`src/rtl/homenc_pkg.sv`:
```
// Shared constants, derived sizes and FSM encoding for the homomorphic-add sequencer.
package homenc_pkg;

    localparam int DEF_CIPHERTEXT_WIDTH = 10;
    localparam int DEF_DIMENSION        = 1;

    // Index register width for a vector of len words (never narrower than 1 bit).
    function automatic int idx_width(input int len);
        return (len > 1) ? $clog2(len) : 1;
    endfunction

    localparam int DEF_LEN   = DEF_DIMENSION + 1;
    localparam int DEF_IDX_W = idx_width(DEF_LEN);

    typedef enum logic [2:0] {
        S_IDLE = 3'd0,
        S_RD1  = 3'd1,
        S_RD2  = 3'd2,
        S_CAP  = 3'd3,
        S_WR   = 3'd4,
        S_DONE = 3'd5
    } state_e;

endpackage

```
`src/rtl/homomorphic_add.sv`:
```
// Element-wise LWE ciphertext word adder; the result is reduced modulo 2^WIDTH.
module homomorphic_add
    import homenc_pkg::*;
#(
    parameter int WIDTH = DEF_CIPHERTEXT_WIDTH
) (
    input  logic [WIDTH-1:0] a,
    input  logic [WIDTH-1:0] b,
    output logic [WIDTH-1:0] sum
);

    // The carry out of the top bit is dropped, which is exactly the modular reduction.
    assign sum = a + b;

endmodule

```
`src/rtl/homomorphic_add_ctrl.sv`:
```
// Sequencer that reads two ciphertext vectors from shared memory, adds them word by
// word through homomorphic_add and writes the sums to a destination vector.
module homomorphic_add_ctrl
    import homenc_pkg::*;
#(
    parameter int CIPHERTEXT_WIDTH   = DEF_CIPHERTEXT_WIDTH,
    parameter int CIPHERTEXT_MODULUS = 1024,
    parameter int DIMENSION          = DEF_DIMENSION,
    parameter int ADDR_WIDTH         = 8
) (
    input  logic                        clk,
    input  logic                        rst_n,
    input  logic                        start,
    input  logic [ADDR_WIDTH-1:0]       src1_base,
    input  logic [ADDR_WIDTH-1:0]       src2_base,
    input  logic [ADDR_WIDTH-1:0]       dst_base,
    output logic                        busy,
    output logic                        done,
    output logic                        mem_req,
    output logic                        mem_we,
    output logic [ADDR_WIDTH-1:0]       mem_addr,
    output logic [CIPHERTEXT_WIDTH-1:0] mem_wdata,
    input  logic                        mem_gnt,
    input  logic [CIPHERTEXT_WIDTH-1:0] mem_rdata
);

    localparam int LEN   = DIMENSION + 1;
    localparam int IDX_W = idx_width(LEN);
    localparam int MOD_W = $clog2(CIPHERTEXT_MODULUS);
    localparam logic [IDX_W-1:0] LAST_IDX = IDX_W'(LEN - 1);

    state_e                      state_q, state_d;
    logic [IDX_W-1:0]            idx_q, idx_d;
    logic [ADDR_WIDTH-1:0]       src1_q, src1_d;
    logic [ADDR_WIDTH-1:0]       src2_q, src2_d;
    logic [ADDR_WIDTH-1:0]       dst_q, dst_d;
    logic [CIPHERTEXT_WIDTH-1:0] op1_q, op1_d;
    logic [CIPHERTEXT_WIDTH-1:0] op2_q, op2_d;
    logic                        rvalid_q, rvalid_d;
    logic                        busy_q, busy_d;
    logic                        done_q, done_d;
    logic                        mem_req_q, mem_req_d;
    logic                        mem_we_q, mem_we_d;
    logic [ADDR_WIDTH-1:0]       mem_addr_q, mem_addr_d;
    logic [CIPHERTEXT_WIDTH-1:0] mem_wdata_q, mem_wdata_d;
    logic [CIPHERTEXT_WIDTH-1:0] sum;
    logic                        granted;

    // The adder sees op2_d so the sum is ready on the same edge that enters WR.
    homomorphic_add #(
        .WIDTH (MOD_W)
    ) u_add (
        .a   (op1_q),
        .b   (op2_d),
        .sum (sum)
    );

    assign granted  = mem_req_q & mem_gnt;
    assign rvalid_d = mem_req_q & mem_gnt & ~mem_we_q;

    // NOTE: every signal driven here gets a default first, so no path can infer a latch.
    always_comb begin
        state_d     = state_q;
        idx_d       = idx_q;
        src1_d      = src1_q;
        src2_d      = src2_q;
        dst_d       = dst_q;
        op1_d       = op1_q;
        op2_d       = op2_q;
        busy_d      = 1'b0;
        done_d      = 1'b0;
        mem_req_d   = 1'b0;
        mem_we_d    = 1'b0;
        mem_addr_d  = '0;
        mem_wdata_d = '0;

        unique case (state_q)
            S_IDLE: begin
                if (start) begin
                    state_d = S_RD1;
                    idx_d   = '0;
                    src1_d  = src1_base;
                    src2_d  = src2_base;
                    dst_d   = dst_base;
                end
            end
            S_RD1: begin
                if (granted) state_d = S_RD2;
            end
            S_RD2: begin
                if (rvalid_q) op1_d = mem_rdata;
                if (granted) state_d = S_CAP;
            end
            S_CAP: begin
                op2_d   = mem_rdata;
                state_d = S_WR;
            end
            S_WR: begin
                if (granted) begin
                    if (idx_q == LAST_IDX) begin
                        state_d = S_DONE;
                    end else begin
                        idx_d   = idx_q + 1'b1;
                        state_d = S_RD1;
                    end
                end
            end
            S_DONE: begin
                state_d = S_IDLE;
            end
            default: begin
                state_d = S_IDLE;
            end
        endcase

        // Outputs are decoded from the next state so they register alongside it.
        busy_d = (state_d != S_IDLE);
        done_d = (state_d == S_DONE);
        unique case (state_d)
            S_RD1: begin
                mem_req_d  = 1'b1;
                mem_addr_d = src1_d + ADDR_WIDTH'(idx_d);
            end
            S_RD2: begin
                mem_req_d  = 1'b1;
                mem_addr_d = src2_d + ADDR_WIDTH'(idx_d);
            end
            S_WR: begin
                mem_req_d   = 1'b1;
                mem_we_d    = 1'b1;
                mem_addr_d  = dst_d + ADDR_WIDTH'(idx_d);
                mem_wdata_d = sum;
            end
            default: begin
                mem_req_d = 1'b0;
            end
        endcase
    end

    // NOTE: sequential state uses non-blocking assignments so all flops update together.
    always_ff @(posedge clk or negedge rst_n) begin
        if (!rst_n) begin
            state_q     <= S_IDLE;
            idx_q       <= '0;
            src1_q      <= '0;
            src2_q      <= '0;
            dst_q       <= '0;
            op1_q       <= '0;
            op2_q       <= '0;
            rvalid_q    <= 1'b0;
            busy_q      <= 1'b0;
            done_q      <= 1'b0;
            mem_req_q   <= 1'b0;
            mem_we_q    <= 1'b0;
            mem_addr_q  <= '0;
            mem_wdata_q <= '0;
        end else begin
            state_q     <= state_d;
            idx_q       <= idx_d;
            src1_q      <= src1_d;
            src2_q      <= src2_d;
            dst_q       <= dst_d;
            op1_q       <= op1_d;
            op2_q       <= op2_d;
            rvalid_q    <= rvalid_d;
            busy_q      <= busy_d;
            done_q      <= done_d;
            mem_req_q   <= mem_req_d;
            mem_we_q    <= mem_we_d;
            mem_addr_q  <= mem_addr_d;
            mem_wdata_q <= mem_wdata_d;
        end
    end

    assign busy      = busy_q;
    assign done      = done_q;
    assign mem_req   = mem_req_q;
    assign mem_we    = mem_we_q;
    assign mem_addr  = mem_addr_q;
    assign mem_wdata = mem_wdata_q;

endmodule

```
`config.mk`:
```
export PLATFORM = sky130hd
export DESIGN_NAME = homomorphic_add_ctrl
export DESIGN_NICKNAME = d
export VERILOG_FILES = /design/src/rtl/homenc_pkg.sv /design/src/rtl/homomorphic_add.sv /design/src/rtl/homomorphic_add_ctrl.sv
export SDC_FILE = /design/constraint.sdc
export NUM_CORES = 1
export LEC_CHECK = 0
export ABC_AREA = 1
export BUFFER_PORTS_ARGS = -buffer_cell sky130_fd_sc_hd__buf_2
export CORE_UTILIZATION = 45
export DETAILED_ROUTE_END_ITERATION = 8
export HOLD_SLACK_MARGIN = 0.06
export PLACE_DENSITY = 0.65
export SYNTH_ARGS = -nofsm -noshare
export SYNTH_HDL_FRONTEND = slang
export SYNTH_HIERARCHICAL = 1
export SYNTH_SLANG_ARGS = --single-unit
```
`constraint.sdc`:
```
create_clock -name clk -period 6.5 [get_ports clk]
set_input_delay 0.65 -clock clk [delete_from_list [all_inputs] [get_ports clk]]
set_output_delay 0.65 -clock clk [all_outputs]
set_load 0.02 [all_outputs]
```
==> results of run 1 <==
per-stage QoR:
stage,cells,area (µm²)
2_1_floorplan,436,3580
3_3_place_gp,586,3930
3_5_place_dp,586,3930
4_1_cts,601,4100
5_1_grt,601,4100
6_report,601,4100
layer usage:
metal | GRT usage (%) | part of all wire, % | wire (µm)
met1 | 28.3 | 53 | 3850
met2 | 28.3 | 42 | 3070
met3 | 4.44 | 4.3 | 313
met4 | 5.95 | 0.92 | 67
met5 | 0 | 0 | 0
sequential cells by signal, summed over array words and instances, names as in the netlist:
signal     cells
op1_q         10
src1_q         8
mem_wdata     10
rvalid_q       1
mem_req        1
idx_q          1
mem_we         1
src2_q         8
state_q        3
busy           1
dst_q          8
done           1
mem_addr       8
op2_q         10
cells in the final DEF (no fill, tap or decap), types with 2 or more instances in the layout:
cell type,netlist,routed
sky130_fd_sc_hd__nand2_1,134,134
sky130_fd_sc_hd__dfrtp_1,71,71
sky130_fd_sc_hd__inv_1,61,61
sky130_fd_sc_hd__buf_2,3,59
sky130_fd_sc_hd__nor2_1,36,36
sky130_fd_sc_hd__o21ai_0,24,24
sky130_fd_sc_hd__nand3_1,19,19
sky130_fd_sc_hd__nand2_2,12,12
sky130_fd_sc_hd__ha_1,11,11
sky130_fd_sc_hd__a21oi_1,9,9
sky130_fd_sc_hd__clkbuf_8,0,9
sky130_fd_sc_hd__nor2_2,6,6
sky130_fd_sc_hd__nand3_2,6,6
sky130_fd_sc_hd__nand4_1,5,5
sky130_fd_sc_hd__o21ai_1,5,5
sky130_fd_sc_hd__o21ai_2,4,4
sky130_fd_sc_hd__nor2_4,4,4
sky130_fd_sc_hd__clkinv_2,0,4
sky130_fd_sc_hd__xor2_1,4,4
sky130_fd_sc_hd__inv_2,3,3
sky130_fd_sc_hd__or2_2,2,2
sky130_fd_sc_hd__o21a_1,2,2
worst register-to-register path, stage by stage, from the launching register on:
cell and delay (ps):
sky130_fd_sc_hd__dfrtp_1 400, sky130_fd_sc_hd__inv_2 120, sky130_fd_sc_hd__nand3_1 520, sky130_fd_sc_hd__o21ai_2 460, sky130_fd_sc_hd__nand2_1 360, sky130_fd_sc_hd__inv_1 190, sky130_fd_sc_hd__nand2_1 70, sky130_fd_sc_hd__a32oi_1 160
sky130_fd_sc_hd__ha_1 200, sky130_fd_sc_hd__ha_1 170, sky130_fd_sc_hd__inv_1 60, sky130_fd_sc_hd__nor2_2 160, sky130_fd_sc_hd__nand2_1 90, sky130_fd_sc_hd__o21ai_1 120, sky130_fd_sc_hd__a21oi_1 50
kinds of logic (layout without fill, tap and decap cells):
group | after synthesis | in the layout
XOR/XNOR | 5 | 5
AO/OA/AOI/OAI | 46 | 46
flip-flops | 71 | 71
adder cells (fa/ha/maj) | 12 | 12
AND/OR/NAND/NOR | 226 | 226
buffers and inverters | 76 | 139
where the power goes:
group	switching [µW]	leakage, µW	internal [µW]
registers	67.0	0.000881	630
logic	860	0.00138	444
clock network	159	0.0000957	173
final cells by class:
class | instances | area (µm²) | area share, %
Multi-Input combinational cell | 289 | 1480 | 36.0
Clock buffer | 10 | 128 | 3.11
Inverter | 64 | 240 | 5.86
Tap cell | 102 | 128 | 3.11
Clock inverter | 5 | 50.0 | 1.22
Sequential cell | 71 | 1780 | 43.3
Timing Repair Buffer | 60 | 303 | 7.38
worst max path at each step:
stage                from  slack [ps]  cells after the start          end
5_1_grt        state_q[2]        2940                     14  mem_addr[4]
6_report       state_q[2]        3270                     14  mem_addr[4]
3_3_place_gp        start        3280                     17  mem_addr[4]
2_1_floorplan     mem_gnt        4080                     15  mem_addr[4]
3_5_place_dp        start        3210                     17  mem_addr[4]
4_1_cts        state_q[2]        3220                     14  mem_addr[4]
==> key figures, run 1 <==
Worst setup path
  – Setup CP Type: flop to flop
  – Longest individual stage delay on the worst path: 520 ps
  – Endpoint type of the worst setup path: flop
  – Critical-path top delay cell: sky130_fd_sc_hd__nand3_1
  – Count of buffer and inverter cells on the critical path: 3
  – Worst R2R Start: state_q[2]
  – Most frequent cell on the critical path: sky130_fd_sc_hd__nand2_1
  – Required time at the worst-slack endpoint: 6730 ps
  – Cell class contributing the biggest share of worst-path delay: simple AND/OR/NAND/NOR gates
  – Cell chain of the critical path: inv_2 -> nand3_1 -> o21ai_2 -> nand2_1 -> inv_1 -> nand2_1 -> a32oi_1 -> ha_1 -> ha_1 -> inv_1 -> nor2_2 -> nand2_1 -> o21ai_1 -> a21oi_1
  – Reg-to-reg setup timing slack: 3270 ps
  – CP Launch Type: flop
  – FF-to-FF End: mem_addr[4]
  – Worst r2r path cells: 14
  – Largest fanout on the critical path: 21
  – Arr. time, crit path: 3460 ps

Timing
  – Highest clock frequency the design can meet: 0.309 GHz
  – Setup Total Neg Slack: 0 ps
  – Final hold slack: 451 ps
  – Unrepaired setup endpoints after global routing: false
  – Number of hold violations in the final report: 0
  – Transition time at the pin with the least slew margin: 895 ps
  – Setup violations, final: 0
  – Final clock period utilization by the worst path: 49.7%
  – Final min period: 3230 ps
  – Max_slew headroom: 40.3%
  – Worst setup slack after layout: 3270 ps
  – Number of max-slew violations in the final report: 0
  – Final clock skew: 9.25 ps

Floorplan
  – Die Y-Extent: 91.2 µm
  – Io pins: 60
  – Initial standard-cell utilization of the core: 46.3%
  – CORE AREA: 0.00773 mm²
  – Horizontal extent of the die: 91.2 µm
  – Die area: 0.00831 mm²
  – Site row count: 32

Yosys
  – Post-synthesis mux area share: 0%
  – Post-synth ARST share: 100%
  – Proportion of synthesized chip area in sequential cells: 49.7%
  – Largest family of logic cells by synthesized area: simple AND/OR/NAND/NOR gates
  – Yosys reg bits: 71
  – Complex-gate fraction of the synthesized area: 7.42%
  – Most frequent cell after synthesis: sky130_fd_sc_hd__nand2_1
  – Adder-cell area share of the yosys netlist: 4.41%
  – Synthesized area: 0.00358 mm²
  – Synth Warn #: 6
  – Most common library cells after synthesis: sky130_fd_sc_hd__nand2_1 (134), sky130_fd_sc_hd__dfrtp_1 (71), sky130_fd_sc_hd__inv_1 (61)
  – Post-synth EDFFs: 0
  – Post-synthesis share of cell area spent on xor and xnor gates: 1.22%
  – Average size of a mapped cell: 8.20 µm²
  – Number of instances in the synthesized netlist: 436
  – Synthesized net count: 486
  – Post-synth top flop: sky130_fd_sc_hd__dfrtp_1
  – Top cell type by total area after synthesis: sky130_fd_sc_hd__dfrtp_1
  – Main area contributors after synthesis: sky130_fd_sc_hd__dfrtp_1 (50%), sky130_fd_sc_hd__nand2_1 (14%), sky130_fd_sc_hd__inv_1 (6.4%), sky130_fd_sc_hd__ha_1 (3.8%), sky130_fd_sc_hd__nor2_1 (3.8%)
  – Proportion of netlist area held by the largest area contributor: 49.7%
  – Simple-gate area share of the yosys netlist: 28.3%
  – Number of library cell types mapped by synthesis: 30

Clocking
  – TritonCTS clock tree: yes
  – CTS hold repair buffers: 0
  – Clock buffer depth: 2
  – Sinks on Clock Net: 71
  – Clock latency on the worst-skew pair: 340 ps
  – Post-cts sizing count: 0
  – Clock-pin slew reported for the worst setup and hold paths after clock tree synthesis: 70 ps
  – Number of H-tree levels: 3
  – Number of buffers inserted to repair setup after CTS: 0
  – Clock root buffer: sky130_fd_sc_hd__clkbuf_8
  – Number of buffers created by CTS: 9

Power and ir drop
  – Standby leakage power: 0.00235 µW
  – Worst IR Drop VDD: 0.000174 V
  – Total power of the final layout: 2330 µW
  – Power density of the placed cells: 568 mW/mm²

Drt
  – Average via count per standard cell: 4.67
  – Avg WL per Cell: 12.2 µm
  – Antenna violation net count after detailed routing: 0
  – Number of remaining DRC errors: 0
  – Total vias in the final route: 2808
  – Overall routed net length: 7310 µm
  – Length of the first detailed-routing pass in iterations: 4
  – Number of design-rule violations left by the first detailed-router iteration: 125

Min path
  – Worst hold path cell count: 1
  – Endpoint, Worst Hold: rvalid_q
  – Hold Crit Start: mem_we
  – Class of the tightest hold or removal check: flop to flop

Flow run
  – Maximum Capacitance Violations: 0

Layout
  – Filler cell count in the final layout: 763
  – Final #Nets: 545
  – Post-synthesis to final-layout area growth: 14.7%
  – Total inserted antenna cells: 0
  – Utilization of the core after routing: 53.1%
  – Layout cells sized above 1: 22.6%

GRT
  – Initial antenna violation count: 0
  – Via count of the first global-routing pass: 2690
  – Total routing resource utilization after global routing: 19.3%
  – Total global routing overflow: 0
  – Wire length of the first global-routing pass: 12600 µm
  – Largest net degree at the start of global routing: 72

Place
  – Count of input and output buffers: 59
  – DPL Wire Length: 5170 µm
  – Placer Congestion: 0.856
  – Minimum setup slack after placement: 3210 ps

Status
  – Run status: finished clean
No activity file was read; power rests on OpenSTA's default activity.
==> run 2, diff against run 1 <==
clock period = 3.3 ns   (was 6.5 ns; I/O delays follow)
==> key figures, run 2 (synthesized netlist as in run 1, its figures left out) <==
Status
  – Run status: finished clean

Layout
  – Area occupied by multi-input gates: 0.00148 mm²
  – Area used by sequential logic in the layout: 0.00178 mm²
  – Post-synthesis to final-layout area growth: 15.9%
  – Final instance count without filler cells: 607
  – Most used cells in the layout excluding fill and tap cells: sky130_fd_sc_hd__nand2_1 (134), sky130_fd_sc_hd__dfrtp_1 (71), sky130_fd_sc_hd__inv_1 (61), sky130_fd_sc_hd__buf_2 (59), sky130_fd_sc_hd__nor2_1 (36)
  – Filler cell count in the final layout: 719
  – Commonest non-fill, non-tap cell in the layout: sky130_fd_sc_hd__nand2_1
  – Fin area: 0.00415 mm²
  – Final #Nets: 550
  – Total inserted antenna cells: 0
  – Layout cells sized above 1: 23.8%

Timing
  – Transition time at the pin with the least slew margin: 866 ps
  – Number of max-slew violations in the final report: 0
  – Final hold slack: 188 ps
  – Final clock period utilization by the worst path: 82.0%
  – Worst setup slack after layout: 595 ps
  – Number of hold violations in the final report: 0
  – Final clock skew: 11.3 ps
  – Max_slew headroom: 42.3%
  – Highest clock frequency the design can meet: 0.370 GHz
  – Setup violations, final: 0
  – Unrepaired setup endpoints after global routing: false
  – Setup Total Neg Slack: 0 ps
  – Final min period: 2710 ps

GRT
  – Largest net degree at the start of global routing: 72
  – Total routing resource utilization after global routing: 19.4%
  – Initial antenna violation count: 0
  – Wire length of the first global-routing pass: 12600 µm
  – Total global routing overflow: 0
  – Via count of the first global-routing pass: 2711

Drt
  – Avg WL per Cell: 12.1 µm
  – Number of design-rule violations left by the first detailed-router iteration: 126
  – Overall routed net length: 7330 µm
  – Length of the first detailed-routing pass in iterations: 6
  – Total vias in the final route: 2824
  – Number of remaining DRC errors: 0
  – Antenna violation net count after detailed routing: 0
  – Average via count per standard cell: 4.65

Power and ir drop
  – Standby leakage power: 0.00237 µW
  – Power density of the placed cells: 1110 mW/mm²
  – Worst IR Drop VDD: 0.000371 V

Floorplan
  – Die area: 0.00831 mm²
  – CORE AREA: 0.00773 mm²
  – Initial standard-cell utilization of the core: 46.3%
  – Die Y-Extent: 91.2 µm
  – Io pins: 60
  – Horizontal extent of the die: 91.2 µm
  – Site row count: 32

Clocking
  – Number of buffers inserted to repair setup after CTS: 0
  – Sinks on Clock Net: 71
  – CTS hold repair buffers: 0
  – Clock-pin slew reported for the worst setup and hold paths after clock tree synthesis: 80 ps
  – Clock buffer depth: 2
  – Clock latency on the worst-skew pair: 340 ps
  – Number of H-tree levels: 3
  – Number of buffers created by CTS: 9
  – Clock root buffer: sky130_fd_sc_hd__clkbuf_8
  – Post-cts sizing count: 0
  – TritonCTS clock tree: yes

Place
  – Placer Congestion: 0.834
  – DPL Wire Length: 5380 µm
  – Cell count after placement: 591
  – Count of input and output buffers: 59
  – Total cell area at the placement stage: 0.00396 mm²
  – Minimum setup slack after placement: 650 ps

Worst setup path
  – Setup CP Type: flop to flop
  – Endpoint type of the worst setup path: flop
  – CP Launch Type: flop
  – Arr. time, crit path: 2970 ps
  – Largest fanout on the critical path: 11
  – Required time at the worst-slack endpoint: 3560 ps

Min path
  – Class of the tightest hold or removal check: primary input to async pin

Flow run
  – Maximum Capacitance Violations: 0
run 2: changes by cell type in the layout (fill, tap and decap cells not counted), sizes merged:
cell,delta
buf,+5
clkinvlp,+3
clkinv,-2
bufinv,-1
clkbuf,+1
run 2: cell type report:
type | count | area share [%]
clock buffers | 11 | 3.65
clock inverters | 5 | 0.785
inverters | 64 | 5.79
multi-input cells | 289 | 35.6
flip-flops and latches | 71 | 42.8
well taps | 102 | 3.08
repair buffers | 65 | 8.21
run 2: worst paths after layout:
check / from / to / slack [ps] / depth (start not counted)
max in group asynchronous: rst_n / mem_addr[1] / 2550 / 2
min in group clk: dst_base[6] / dst_q[6] / 210 / 3
hold / removal: rst_n / op2_q[6] / 190 / 2
setup reg to reg: state_q[1] / mem_addr[4] / 590 / 18
hold reg to reg: mem_we / rvalid_q / 460 / 1
setup / recovery: state_q[1] / mem_addr[4] / 590 / 18
run 2: stage by stage:
stage          utilization, %  power, µW
6_report                 53.7       4620
5_1_grt                  53.7       5080
4_1_cts                  53.7       4640
3_5_place_dp             51.3       3980
3_3_place_gp             51.3       3910
2_1_floorplan               -       3430
run 2: critical path: stages (launching register included):
cell                      delay [ps]
sky130_fd_sc_hd__dfrtp_1         450
sky130_fd_sc_hd__nor2_2          220
sky130_fd_sc_hd__inv_2            50
sky130_fd_sc_hd__nor2_2          360
sky130_fd_sc_hd__nor2_2          110
sky130_fd_sc_hd__nand2_2         120
sky130_fd_sc_hd__nor2_4           60
sky130_fd_sc_hd__nand2_1          70
sky130_fd_sc_hd__buf_4           170
sky130_fd_sc_hd__inv_1            80
sky130_fd_sc_hd__nand2_1          60
sky130_fd_sc_hd__a32oi_1          60
sky130_fd_sc_hd__ha_1            230
sky130_fd_sc_hd__ha_1            200
sky130_fd_sc_hd__inv_1            70
sky130_fd_sc_hd__nor2_2           50
sky130_fd_sc_hd__nand2_1          70
sky130_fd_sc_hd__o21ai_1          60
sky130_fd_sc_hd__a21oi_1         130
run 2: per-layer routing:
metal | track usage (%) | share of wire [%] | up-vias
met5 | 0 | 0 | -
met4 | 8.73 | 2.0 | 0
met3 | 3.60 | 4.1 | 15
met2 | 27.4 | 42 | 78
met1 | 28.7 | 51 | 1266
li1 | - | - | 1465
run 2: power breakdown:
part           internal, µW  leakage, µW  switching (µW)  total, µW
clock                   311    0.0000873             327        638
combinational           898      0.00140            1710       2610
sequential             1240     0.000881             132       1370
